==> config.mk <==
export PLATFORM = sky130hd
export DESIGN_NAME = slice_cfg_loader
export DESIGN_NICKNAME = d
export VERILOG_FILES = /design/src/rtl/slice_cfg_loader.sv
export SDC_FILE = /design/constraint.sdc
export NUM_CORES = 1
export LEC_CHECK = 0
export BUFFER_PORTS_ARGS = -buffer_cell sky130_fd_sc_hd__buf_2
export CAP_MARGIN = 0
export CORE_ASPECT_RATIO = 1.75
export CORE_MARGIN = 1
export CORE_UTILIZATION = 40
export DETAILED_ROUTE_END_ITERATION = 7
export SETUP_SLACK_MARGIN = 0.15
export SKIP_LAST_GASP = 1
export SLEW_MARGIN = 20
export SYNTH_ARGS = -nofsm -noshare
export SYNTH_HDL_FRONTEND = slang
export SYNTH_SLANG_ARGS = --single-unit
==> constraint.sdc <==
create_clock -name CLK -period 1.5 [get_ports CLK]
set_input_delay 0.15 -clock CLK [delete_from_list [all_inputs] [get_ports CLK]]
set_output_delay 0.15 -clock CLK [all_outputs]
set_load 0.005 [all_outputs]
==> src/rtl/slice_cfg_loader.sv <==
// slice_cfg_loader: streams a byte bitstream into an array of LUT slices.
// The stream is 0xA5, then one little-endian frame per slice, then an XOR
// checksum of all frame bytes. The fabric enable is raised only when the
// checksum matches.
// Optional build macro SLICE_CFG_TIMEOUT_EN adds an idle watchdog that
// aborts a stalled load with err_code 2'b10.
module slice_cfg_loader #(
  parameter int NUM_SLICES     = 4,
  parameter int LUT_BITS       = 16,
  parameter int TIMEOUT_CYCLES = 255
) (
  input  logic                    CLK,
  input  logic                    RST,
  input  logic                    start,
  input  logic [7:0]              cfg_data,
  input  logic                    cfg_valid,
  output logic                    cfg_ready,
  output logic [NUM_SLICES-1:0]   slice_we,
  output logic [2*LUT_BITS-1:0]   slice_data,
  output logic                    fabric_en,
  output logic                    done,
  output logic                    error,
  output logic [1:0]              err_code
);

  localparam int FrameBits  = 2 * LUT_BITS;
  localparam int FrameBytes = FrameBits / 8;
  localparam int IdxW       = (NUM_SLICES > 1) ? $clog2(NUM_SLICES) : 1;
  localparam int ByteW      = (FrameBytes > 1) ? $clog2(FrameBytes) : 1;

  localparam logic [7:0]       Header   = 8'hA5;
  localparam logic [IdxW-1:0]  LastIdx  = IdxW'(NUM_SLICES - 1);
  localparam logic [ByteW-1:0] LastByte = ByteW'(FrameBytes - 1);

  // Reject parameter sets the frame packing or watchdog cannot represent
  if ((FrameBits % 8) != 0 || FrameBytes < 1 || TIMEOUT_CYCLES < 1) begin : gBadParams
    $error("slice_cfg_loader: LUT_BITS must give whole bytes and TIMEOUT_CYCLES must be >= 1");
  end

  typedef enum logic [2:0] {
    IDLE,
    SYNC,
    LOAD,
    WRITE,
    CHECK,
    DONE,
    ERR
  } stateT;

  stateT                state;
  stateT                nextState;
  logic [FrameBits-1:0] frameReg;
  logic [FrameBits-1:0] frameNext;
  logic [FrameBits-1:0] sliceData;
  logic [7:0]           checksum;
  logic [IdxW-1:0]      sliceIdx;
  logic [ByteW-1:0]     byteCount;
  logic [1:0]           errReason;
  logic                 accept;
  logic                 timeoutHit;

  assign accept = cfg_valid && cfg_ready;

  // New bytes enter at the top so the first byte of a frame ends up in bits [7:0]
  assign frameNext = FrameBits'({cfg_data, frameReg} >> 8);

`ifdef SLICE_CFG_TIMEOUT_EN
  localparam int IdleW = $clog2(TIMEOUT_CYCLES + 1);

  logic [IdleW-1:0] idleCount;

  // Count consecutive cycles without an accepted byte while the controller waits for data
  always_ff @(posedge CLK) begin
    if (RST) begin
      idleCount <= '0;
    end else if (accept || !cfg_ready || (nextState != state)) begin
      idleCount <= '0;
    end else begin
      idleCount <= idleCount + IdleW'(1);
    end
  end

  assign timeoutHit = cfg_ready && !accept && (idleCount == IdleW'(TIMEOUT_CYCLES - 1));
`else
  assign timeoutHit = 1'b0;
`endif

  // State register
  always_ff @(posedge CLK) begin
    if (RST) begin
      state <= IDLE;
    end else begin
      state <= nextState;
    end
  end

  // Next-state decode: start is only honoured once a load has finished or before any load
  always_comb begin
    nextState = state;
    case (state)
      IDLE, DONE, ERR: begin
        if (start) nextState = SYNC;
      end
      SYNC: begin
        if (accept && (cfg_data == Header)) nextState = LOAD;
        else if (timeoutHit)                nextState = ERR;
      end
      LOAD: begin
        if (accept && (byteCount == LastByte)) nextState = WRITE;
        else if (timeoutHit)                   nextState = ERR;
      end
      WRITE: begin
        nextState = (sliceIdx == LastIdx) ? CHECK : LOAD;
      end
      CHECK: begin
        if (accept)          nextState = (cfg_data == checksum) ? DONE : ERR;
        else if (timeoutHit) nextState = ERR;
      end
      default: nextState = IDLE;
    endcase
  end

  // Frame assembly, running checksum, slice index and error cause
  always_ff @(posedge CLK) begin
    if (RST) begin
      frameReg  <= '0;
      sliceData <= '0;
      checksum  <= '0;
      sliceIdx  <= '0;
      byteCount <= '0;
      errReason <= 2'b00;
    end else begin
      case (state)
        SYNC: begin
          if (accept && (cfg_data == Header)) begin
            sliceIdx  <= '0;
            byteCount <= '0;
            checksum  <= '0;
          end
        end
        LOAD: begin
          if (accept) begin
            frameReg <= frameNext;
            checksum <= checksum ^ cfg_data;
            if (byteCount == LastByte) begin
              byteCount <= '0;
              sliceData <= frameNext;
            end else begin
              byteCount <= byteCount + ByteW'(1);
            end
          end
        end
        WRITE: begin
          sliceIdx <= sliceIdx + IdxW'(1);
        end
        CHECK: begin
          if (accept && (cfg_data != checksum)) errReason <= 2'b01;
        end
        default: begin
        end
      endcase
      if (timeoutHit) errReason <= 2'b10;
    end
  end

  // Outputs are decoded from the state so reset and restart clear them together
  always_comb begin
    cfg_ready = (state == SYNC) || (state == LOAD) || (state == CHECK);
    slice_we  = (state == WRITE) ? (NUM_SLICES'(1) << sliceIdx) : '0;
    fabric_en = (state == DONE);
    done      = (state == DONE);
    error     = (state == ERR);
    err_code  = (state == ERR) ? errReason : 2'b00;
  end

  assign slice_data = sliceData;

endmodule

==> Yosys cells after proc, flatten, opt, wreduce, memory -nomap -nowiden <==
Cells that the tools add are included.
{ "totals": {"ff_bits": 80, "in_bits": 12, "word_cells": 60, "out_inout_bits": 42} }
{ "op_classes": {"bitwise": 1, "eq_ne": 16, "reduce_logical": 16, "addsub": 2, "n_shift": 1, "n_mux": 17} }
{ "ops": {"columns": ["cell", "n"], "rows": [
  ["8-bit 2-to-1 mux", 2],
  ["8-bit case mux with 2 select lines", 1],
  ["3-bit 2-to-1 mux", 5],
  ["3-bit case mux with 5 select lines", 1],
  ["2-bit inequality test (second input constant)", 5],
  ["3-bit equality test (second input constant)", 3],
  ["8-bit equality test", 1],
  ["8-bit equality test (second input constant)", 1],
  ["2-bit 2-to-1 mux", 4],
  ["8-bit inequality test", 1],
  ["2-bit case mux with 2 select lines", 2],
  ["8-bit bitwise XOR", 1],
  ["3-bit by 2-bit equality test with 1-bit output (second input constant)", 2],
  ["2-bit AND reduction", 3],
  ["3-bit AND reduction", 2],
  ["2-bit by 1-bit adder with 2-bit output (second input constant)", 2],
  ["2-bit equality test (second input constant)", 2],
  ["1-bit logical AND", 4],
  ["4-bit 2-to-1 mux", 1],
  ["4-bit AND reduction", 1],
  ["2-bit nonzero test", 2],
  ["1-bit by 2-bit left shift with 4-bit output (first input constant)", 1],
  ["3-bit by 1-bit equality test with 1-bit output (second input constant)", 1],
  ["3-bit logical NOT", 1],
  ["3 further kinds", 4]
]} }

==> Depth between registers and ports, before layout <==
Gate-level depths: netlist of run 1.
{ "logic_depth": {"depth_word": 7, "mapped_depth": 7} }

==> Least setup slack after synthesis of run 1 <==
Ideal clock, no wire load.
{ "synth_timing": {"path_kind": "register to register", "startpoint": "reg state[1]", "endpoint": "reg checksum[4]", "setup_time_ns": 0.133, "t_required_ns": 1.367, "path_slack_ns": 0.154, "t_arrival_ns": 1.212, "path_stages_with_launch": 7, "path_cell_list": "dfxtp_1 -> and2b_1 -> a41oi_2 -> or2_1 -> buf_6 -> nor2_1 -> nor3_2"} }
{ "synth_via": {"elab_chain_len": 7, "word_cells_on_any_way": 12} }
{ "synth_lines": {"columns": ["item", "line", "source"], "rows": [
  ["start, declared", "50", "stateT state;"],
  ["start signal, assigned", "93", "state <= nextState;"],
  ["3-bit by 1-bit equality test with 1-bit output or 3-bit by 2-bit equality test with 1-bit output (tied branches)", "133, 168", null],
  ["1-bit logical OR (2 in a row)", "168", "cfg_ready = (state == SYNC) || (state == LOAD) || (state == CHECK);"],
  ["1-bit logical AND", "62", "assign accept = cfg_valid && cfg_ready;"],
  ["1-bit logical AND", "135", "if (accept && (cfg_data == Header)) begin"],
  ["2-bit inequality test (no source line)", null, null],
  ["3-bit AND reduction (no source line)", null, null],
  ["end signal, assigned", "144", "checksum <= checksum ^ cfg_data;"],
  ["end, declared", "55", "logic [7:0] checksum;"]
]} }
Several ways; a longest one is shown, not always the timed one.
A chain may end at the register's enable or synchronous reset.

==> Worst setup path after layout of run 1 <==
{ "layout_timing": {"startpoint": "reg state[1]", "endpoint": "out fabric_en"} }
{ "layout_via": {"elab_chain_len": 1} }
{ "layout_lines": {"columns": ["item", "line", "source"], "rows": [
  ["3-bit equality test", "170", "fabric_en = (state == DONE);"],
  ["end, declared", "20", "output logic fabric_en,"]
]} }
Every way passes these cells.

==> results of run 1 <==
## flip-flops by register name, indices dropped and copies added (netlist names)
signal      count
checksum        8
state           3
slice_data     32
frameReg       24
byteCount       2
errReason       1
sliceIdx        2
## power breakdown
group / internal (mW) / leakage [nW] / switching (mW) / total, mW
Sequential: 1.95 / 0.586 / 0.0442 / 1.99
Combinational: 0.262 / 1.15 / 0.291 / 0.554
Clock: 1.50 / 0.154 / 0.782 / 2.28
## layout by cell type (no fill, tap or decap), types with 2 or more instances in the layout
cell / synthesis / layout
nor2_4: 0 / 5
xor2_1: 8 / 7
o211a_1: 3 / 3
dfxtp_1: 72 / 64
nand3_1: 5 / 4
buf_16: 0 / 5
o21ai_1: 0 / 3
dfxtp_4: 0 / 5
buf_4: 2 / 21
buf_6: 2 / 16
and2_4: 0 / 2
clkbuf_16: 0 / 10
nor2_2: 1 / 3
inv_1: 4 / 3
buf_2: 12 / 49
and2b_2: 0 / 2
bufinv_16: 0 / 2
nand2_2: 0 / 7
dfxtp_2: 0 / 3
o21ai_0: 10 / 6
clkbuf_1: 11 / 3
a21oi_1: 70 / 38
or2_4: 0 / 2
a21oi_2: 1 / 32
nand2_1: 120 / 76
a31oi_1: 2 / 2
and3b_1: 3 / 2
nand2_4: 0 / 37
and2_1: 5 / 3
nor4_2: 0 / 2
ha_1: 5 / 4
nor2_1: 21 / 14
nor3_2: 5 / 5
buf_12: 0 / 6
## critical path: stages, from the launching register on
cell     delay (ps)
dfxtp_4         380
and2b_2         250
buf_6           130
and2_4          160
buf_6           110
## final cells by class
class,instances,area share
clock buffer,13,0.0525
tap,86,0.0226
multi-input combinational,284,0.419
sequential,72,0.307
timing repair buffer,98,0.182
clock inverter,3,0.0136
inverter,4,0.00315
## synth_stat cells
master | n | area (µm²)
or2_1 | 1 | 6.26
nand3_1 | 5 | 25.0
buf_6 | 2 | 22.5
a31oi_1 | 2 | 12.5
buf_2 | 12 | 60.1
nor2b_1 | 1 | 6.26
a22oi_1 | 1 | 7.51
nor3b_1 | 1 | 7.51
o21bai_1 | 1 | 7.51
nor2_1 | 21 | 78.8
clkbuf_1 | 11 | 41.3
and4b_1 | 1 | 10.0
a21oi_2 | 1 | 8.76
mux2_2 | 1 | 11.3
and2_1 | 5 | 31.3
nor3_1 | 1 | 5.00
or3b_1 | 1 | 8.76
buf_4 | 2 | 15.0
nor3_2 | 5 | 50.1
and3_1 | 1 | 6.26
o211a_1 | 3 | 30.0
a22oi_2 | 1 | 12.5
and3b_1 | 3 | 26.3
or2_2 | 1 | 6.26
o22ai_1 | 1 | 6.26
o21ai_0 | 10 | 50.1
nand2_1 | 120 | 450
a211o_1 | 1 | 8.76
ha_1 | 5 | 62.6
dfxtp_1 | 72 | 1440
and2b_1 | 4 | 30.0
a41oi_2 | 1 | 16.3
a21oi_1 | 70 | 350
xor2_1 | 8 | 70.1
nor2_2 | 1 | 6.26
nor4_1 | 2 | 12.5
and4bb_1 | 1 | 12.5
inv_1 | 4 | 15.0
mux2i_1 | 1 | 10.0
nand2b_1 | 1 | 6.26
conb_1 | 1 | 3.75
## through the flow
stage | power, mW | util | setup slack (ps) | hold WS, ps
after CTS | 4.78 | 0.587 | 4.01 | 111
after global routing | 4.96 | 0.654 | -33.9 | 117
after global placement | 2.42 | 0.481 | -92.7 | 440
after detailed placement | 2.43 | 0.481 | -117 | 446
after floorplan | 2.25 | - | 154 | 286
final | 4.83 | 0.654 | -5.81 | 119
## logic make-up after synthesis
kind of cell               after synthesis
AOI/OAI and AO/OA                       92
xor gates and xnor gates                 8
adders and majority gates                5
buffers and inverters                   31
DFF                                     72
muxes                                    2
other                                    1
and+or+nand+nor                        176
## worst paths after layout
check | from | to | slack, ps
hold / removal | cfg_data[1] | slice_data[25]$_SDFFE_PP0P_ | 120
setup reg to reg | checksum[4]$_SDFFE_PP0P_ | state[0]$_SDFFE_PP0P_ | 40
hold reg to reg | slice_data[12]$_SDFFE_PP0P_ | slice_data[12]$_SDFFE_PP0P_ | 450
setup / recovery | state[1]$_SDFFE_PP0P_ | fabric_en | -6
## what timing repair did
action / CTS / global route
resized for setup: 68 / 118
endpoints found under the hold margin: 0 / 0
setup endpoints to repair: 74 / 72
gates cloned: 5 / 1
pin swaps: 47 / 56
buffers inserted: 15 / 3
## layer usage
metal	vias to the layer above	global-route usage
met2	80	0.409
met4	0	0.133
met5	-	0
met3	34	0.0310
met1	1413	0.251
li1	1444	-
==> flow_summary_export.csv, run 1 <==
group,metric,value,unit
outcome,status,"complete, but fails checks",
outcome,violations,"setup timing",
clock_tree,cts.clk_slew.worst_paths,60,ps
global_routing,grt_pass1_vias,2762,
floorplanning,initial_core_util,0.419,
setup_path,crit_arrival,1360,ps
route,vias,2971,
floorplanning,core_area,7280,µm²
floorplanning,io_pins,54,
logic_synthesis,yosys.area_share.simple,0.258,
route,drc,0,
logic_synthesis,yosysUniqueCellTypes,41,
timing,hold_viol,0,
final_layout,area_growth_syn_to_layout,56.3,%
final_layout,design_area,4770,µm²
final_layout,fillCellCount,602,
timing,finalCritPeriodShare,1.00,
final_layout,drive_gt1_frac,0.483,
logic_synthesis,syn_inst,387,
final_layout,multiInputGateArea,2000,µm²
clock_tree,numClockSinks,72,
logic_synthesis,synthAdderAreaFrac,0.0205,
global_routing,grt_max_degree,47,
logic_synthesis,yosysWarnings,0,
route,viasPerCell,5.31,
global_routing,overflow,0,
timing,setup_viol,2,
floorplanning,die_area,7990,µm²
setup_path,reg2reg_depth,6,
logic_synthesis,syn_nets,404,
clock_tree,cts_root_buf,"clkbuf_16",
logic_synthesis,synth_seq_cells,72,
logic_synthesis,synth_area,3050,µm²
clock_tree,numCtsBuffers,9,
global_routing,antenna_found_initial,0,
route,routed.top_layer,"met4",
timing,fin_crit,1510,ps
power,powerDensity,1010,nW/µm²
timing,layout_setup_ws,-5.81,ps
floorplanning,rows,41,
timing,slew_viol_final,0,
floorplanning,die_x,68,µm
timing,fmax,0.664,GHz
clock_tree,cts_tree,"built",
placement,dp_cells,520,
route,routed_wl,9150,µm
logic_synthesis,synth-seq-area-share,0.473,
route,drtAntennaViolNets,0,
global_routing,grt_usage,0.233,
final_layout,final-seq-area,1460,µm²
placement,place.gp.congestion,0.831,
logic_synthesis,synth_top_family_by_area,"simple AND/OR/NAND/NOR gates",
clock_tree,h-tree-depth,3,
logic_synthesis,avgSynthCellArea,7.88,µm²
floorplanning,die_h,118,µm
route,dr_wl_met2,5160,µm
clock_tree,clock_latency,340,ps
route,drt_pass1_iterations,4,
run,cap_violations,0,
timing,finalSetupTns,-10.3,ps
clock_tree,ctsHoldBuffers,0,
final_layout,fin_cells,560,
logic_synthesis,synthXorXnorAreaFrac,0.0230,
setup_path,crit_type,"reg2out",
power,ir_drop,0.687,mV
final_layout,nNetsFinal,486,
power,leakagePower,1.89,nW
route,dr_wl_met3,250,µm
setup_path,critPathRequiredTime,1350,ps
timing,finalClockSkew,6.79,ps
placement,portBuffers,52,
min_path,whs_path_depth,3,
min_path,hold_path.class,"in2reg",
setup_path,crit_fanout,6,
final_layout,num_antenna_cells,0,
timing,rsz0062_at_grt,"true",
logic_synthesis,synth_compound_gate_area_share,0.167,
placement,place_area,3510,µm²
route,wl_per_cell,16.3,µm
setup_path,end_kind,"output pin",
route,drt-initial-drc-count,165,
route,wl_met1,3280,µm
clock_tree,clockBufferDepth,2,
global_routing,grt_pass1_wl,13700,µm
placement,dp_hpwl,5250,µm
logic_synthesis,synthMuxAreaShare,0.00698,
setup_path,start_kind,"register",
(Power assumes the default switching activity.)
==> run 2, diff against run 1 <==
- clock period: 1.5 -> 1.3 ns (I/O delays scaled with it)
==> flow_summary_export.csv, run 2 (same netlist as run 1, synthesis figures left out) <==
group,metric,value,unit
outcome,status,"complete, but fails checks",
outcome,violations,"setup timing",
floorplanning,initial_core_util,0.419,
floorplanning,die_area,7990,µm²
timing,relSlewSlack,0.657,
timing,fmax,0.664,GHz
clock_tree,numCtsBuffers,9,
route,drtAntennaViolNets,0,
clock_tree,h-tree-depth,3,
timing,finalClockSkew,5.90,ps
timing,finalCritPeriodShare,1.16,
global_routing,grt_pass1_wl,14500,µm
final_layout,num_antenna_cells,0,
placement,place.gp.congestion,0.867,
global_routing,grt_max_degree,33,
route,drc,0,
clock_tree,cts_root_buf,"clkbuf_16",
timing,hold_viol,0,
floorplanning,die_x,68,µm
floorplanning,io_pins,54,
clock_tree,ctsHoldBuffers,0,
global_routing,antenna_found_initial,0,
timing,fin_crit,1510,ps
placement,dp_hpwl,5520,µm
final_layout,largest_reg_flops,32,
route,vias,3172,
setup_path,end_kind,"output pin",
final_layout,utilization,0.739,
setup_path,r2r_setup_slack,-190,ps
setup_path,crit_arrival,1380,ps
clock_tree,cts_tree,"built",
min_path,hold_path.class,"in2reg",
setup_path,crit_type,"reg2out",
setup_path,cpMostUsedCell,"buf_6",
setup_path,cp_top_family,"buffers and inverters",
route,viasPerCell,5.37,
clock_tree,numClockSinks,72,
route,drt_pass1_iterations,4,
clock_tree,clock_latency,330,ps
setup_path,slowest_stage,"dfxtp_2",
clock_tree,cts.clk_slew.worst_paths,60,ps
final_layout,final_cell_mix,"65 x dfxtp_1, 55 x a21oi_2, 53 x nand2_1",
timing,layout_setup_ws,-207,ps
timing,setup_viol,79,
route,drt-initial-drc-count,124,
power,seqPwrFrac,0.378,
timing,finalSetupTns,-9320,ps
power,switching_share,0.244,
power,powerDensity,1130,nW/µm²
run,cap_violations,0,
power,comb_power_share,0.151,
final_layout,area_growth_syn_to_layout,76.6,%
setup_path,cp.buffers_inverters,3,
final_layout,design_area,5380,µm²
power,ir_drop,0.876,mV
floorplanning,rows,41,
setup_path,critPathRequiredTime,1170,ps
power,power_frac_clock,0.471,
route,wl_per_cell,17.5,µm
timing,slew_viol_final,0,
route,wl_met1,3500,µm
setup_path,worstPathCellList,"buf_6 > and2b_2 > buf_6 > and3_4 > buf_6",
global_routing,grt_usage,0.246,
route,dr_wl_met3,280,µm
final_layout,layout_commonest_cell,"dfxtp_1",
power,power.internal,4.59,mW
global_routing,grt_pass1_vias,3031,
timing,rsz0062_at_grt,"true",
route,routed_wl,10300,µm
route,dr_wl_met2,6050,µm
setup_path,cpPeakStageDelay,340,ps
power,leakagePower,2.27,nW
power,p_switching,1.48,mW
global_routing,overflow,0,
route,routed.top_layer,"met4",
final_layout,nNetsFinal,517,
floorplanning,core_area,7280,µm²
setup_path,crit_fanout,4,
timing,tightest_slew,515,ps
final_layout,drive_gt1_frac,0.618,
clock_tree,clockBufferDepth,2,
placement,place_area,3770,µm²
floorplanning,die_h,118,µm
placement,portBuffers,52,
setup_path,start_kind,"register",
-- run 2: area by class of cell --
| type | instances | area, µm² |
|---|---|---|
| repair buffers | 128 | 1200 |
| fillers | 507 | 1900 |
| well taps | 86 | 108 |
| clock buffers | 10 | 229 |
| inverters | 4 | 15.0 |
| clock inverters | 6 | 115 |
| multi-input cells | 285 | 2260 |
| flip-flops and latches | 72 | 1460 |
-- run 2: what timing repair did --
action | CTS | global route
setup buffers | 16 | 6
setup endpoints to repair | 80 | 81
pin swaps | 25 | 87
gates cloned | 7 | 1
gates resized for setup | 77 | 167
-- run 2: power by group through the flow --
stage | clock network, mW | logic, mW | registers, mW
floorplan | 0 | 0.317 | 2.32
detailed placement | 0 | 0.554 | 2.33
global route | 2.96 | 0.971 | 2.30
CTS | 2.88 | 0.773 | 2.29
finish | 2.86 | 0.918 | 2.30
global placement | 0 | 0.545 | 2.33
-- run 2: final timing paths --
kind	start	to	cells after the start
min reg2reg	slice_data[3]$_SDFFE_PP0P_	slice_data[3]$_SDFFE_PP0P_	2
max reg2reg	state[1]$_SDFFE_PP0P_	slice_data[20]$_SDFFE_PP0P_	8
max	state[1]$_SDFFE_PP0P_	err_code[0]	5
min	cfg_data[5]	slice_data[29]$_SDFFE_PP0P_	3
-- run 2: worst min-delay path, cell delays in order --
cell	delay, ps
buf_2	130
nand2_1	80
a21oi_2	50
-- run 2: through the flow --
stage          hold slack (ps)  std cells  power (mW)  setup WS [ps]
3_5_place_dp               424        545        2.89           -220
4_1_cts                   74.6        584        5.94           -204
5_1_grt                   98.3        591        6.24           -241
3_3_place_gp               418        545        2.88           -179
6_report                   101        591        6.07           -207
2_1_floorplan              266        387        2.64          -37.9
-- run 2: per-layer routing --
metal / global-route usage / vias up
li1: - / 1517
met1: 0.237 / 1538
met2: 0.464 / 78
met3: 0.0426 / 39
met4: 0.118 / 0
met5: 0 / -
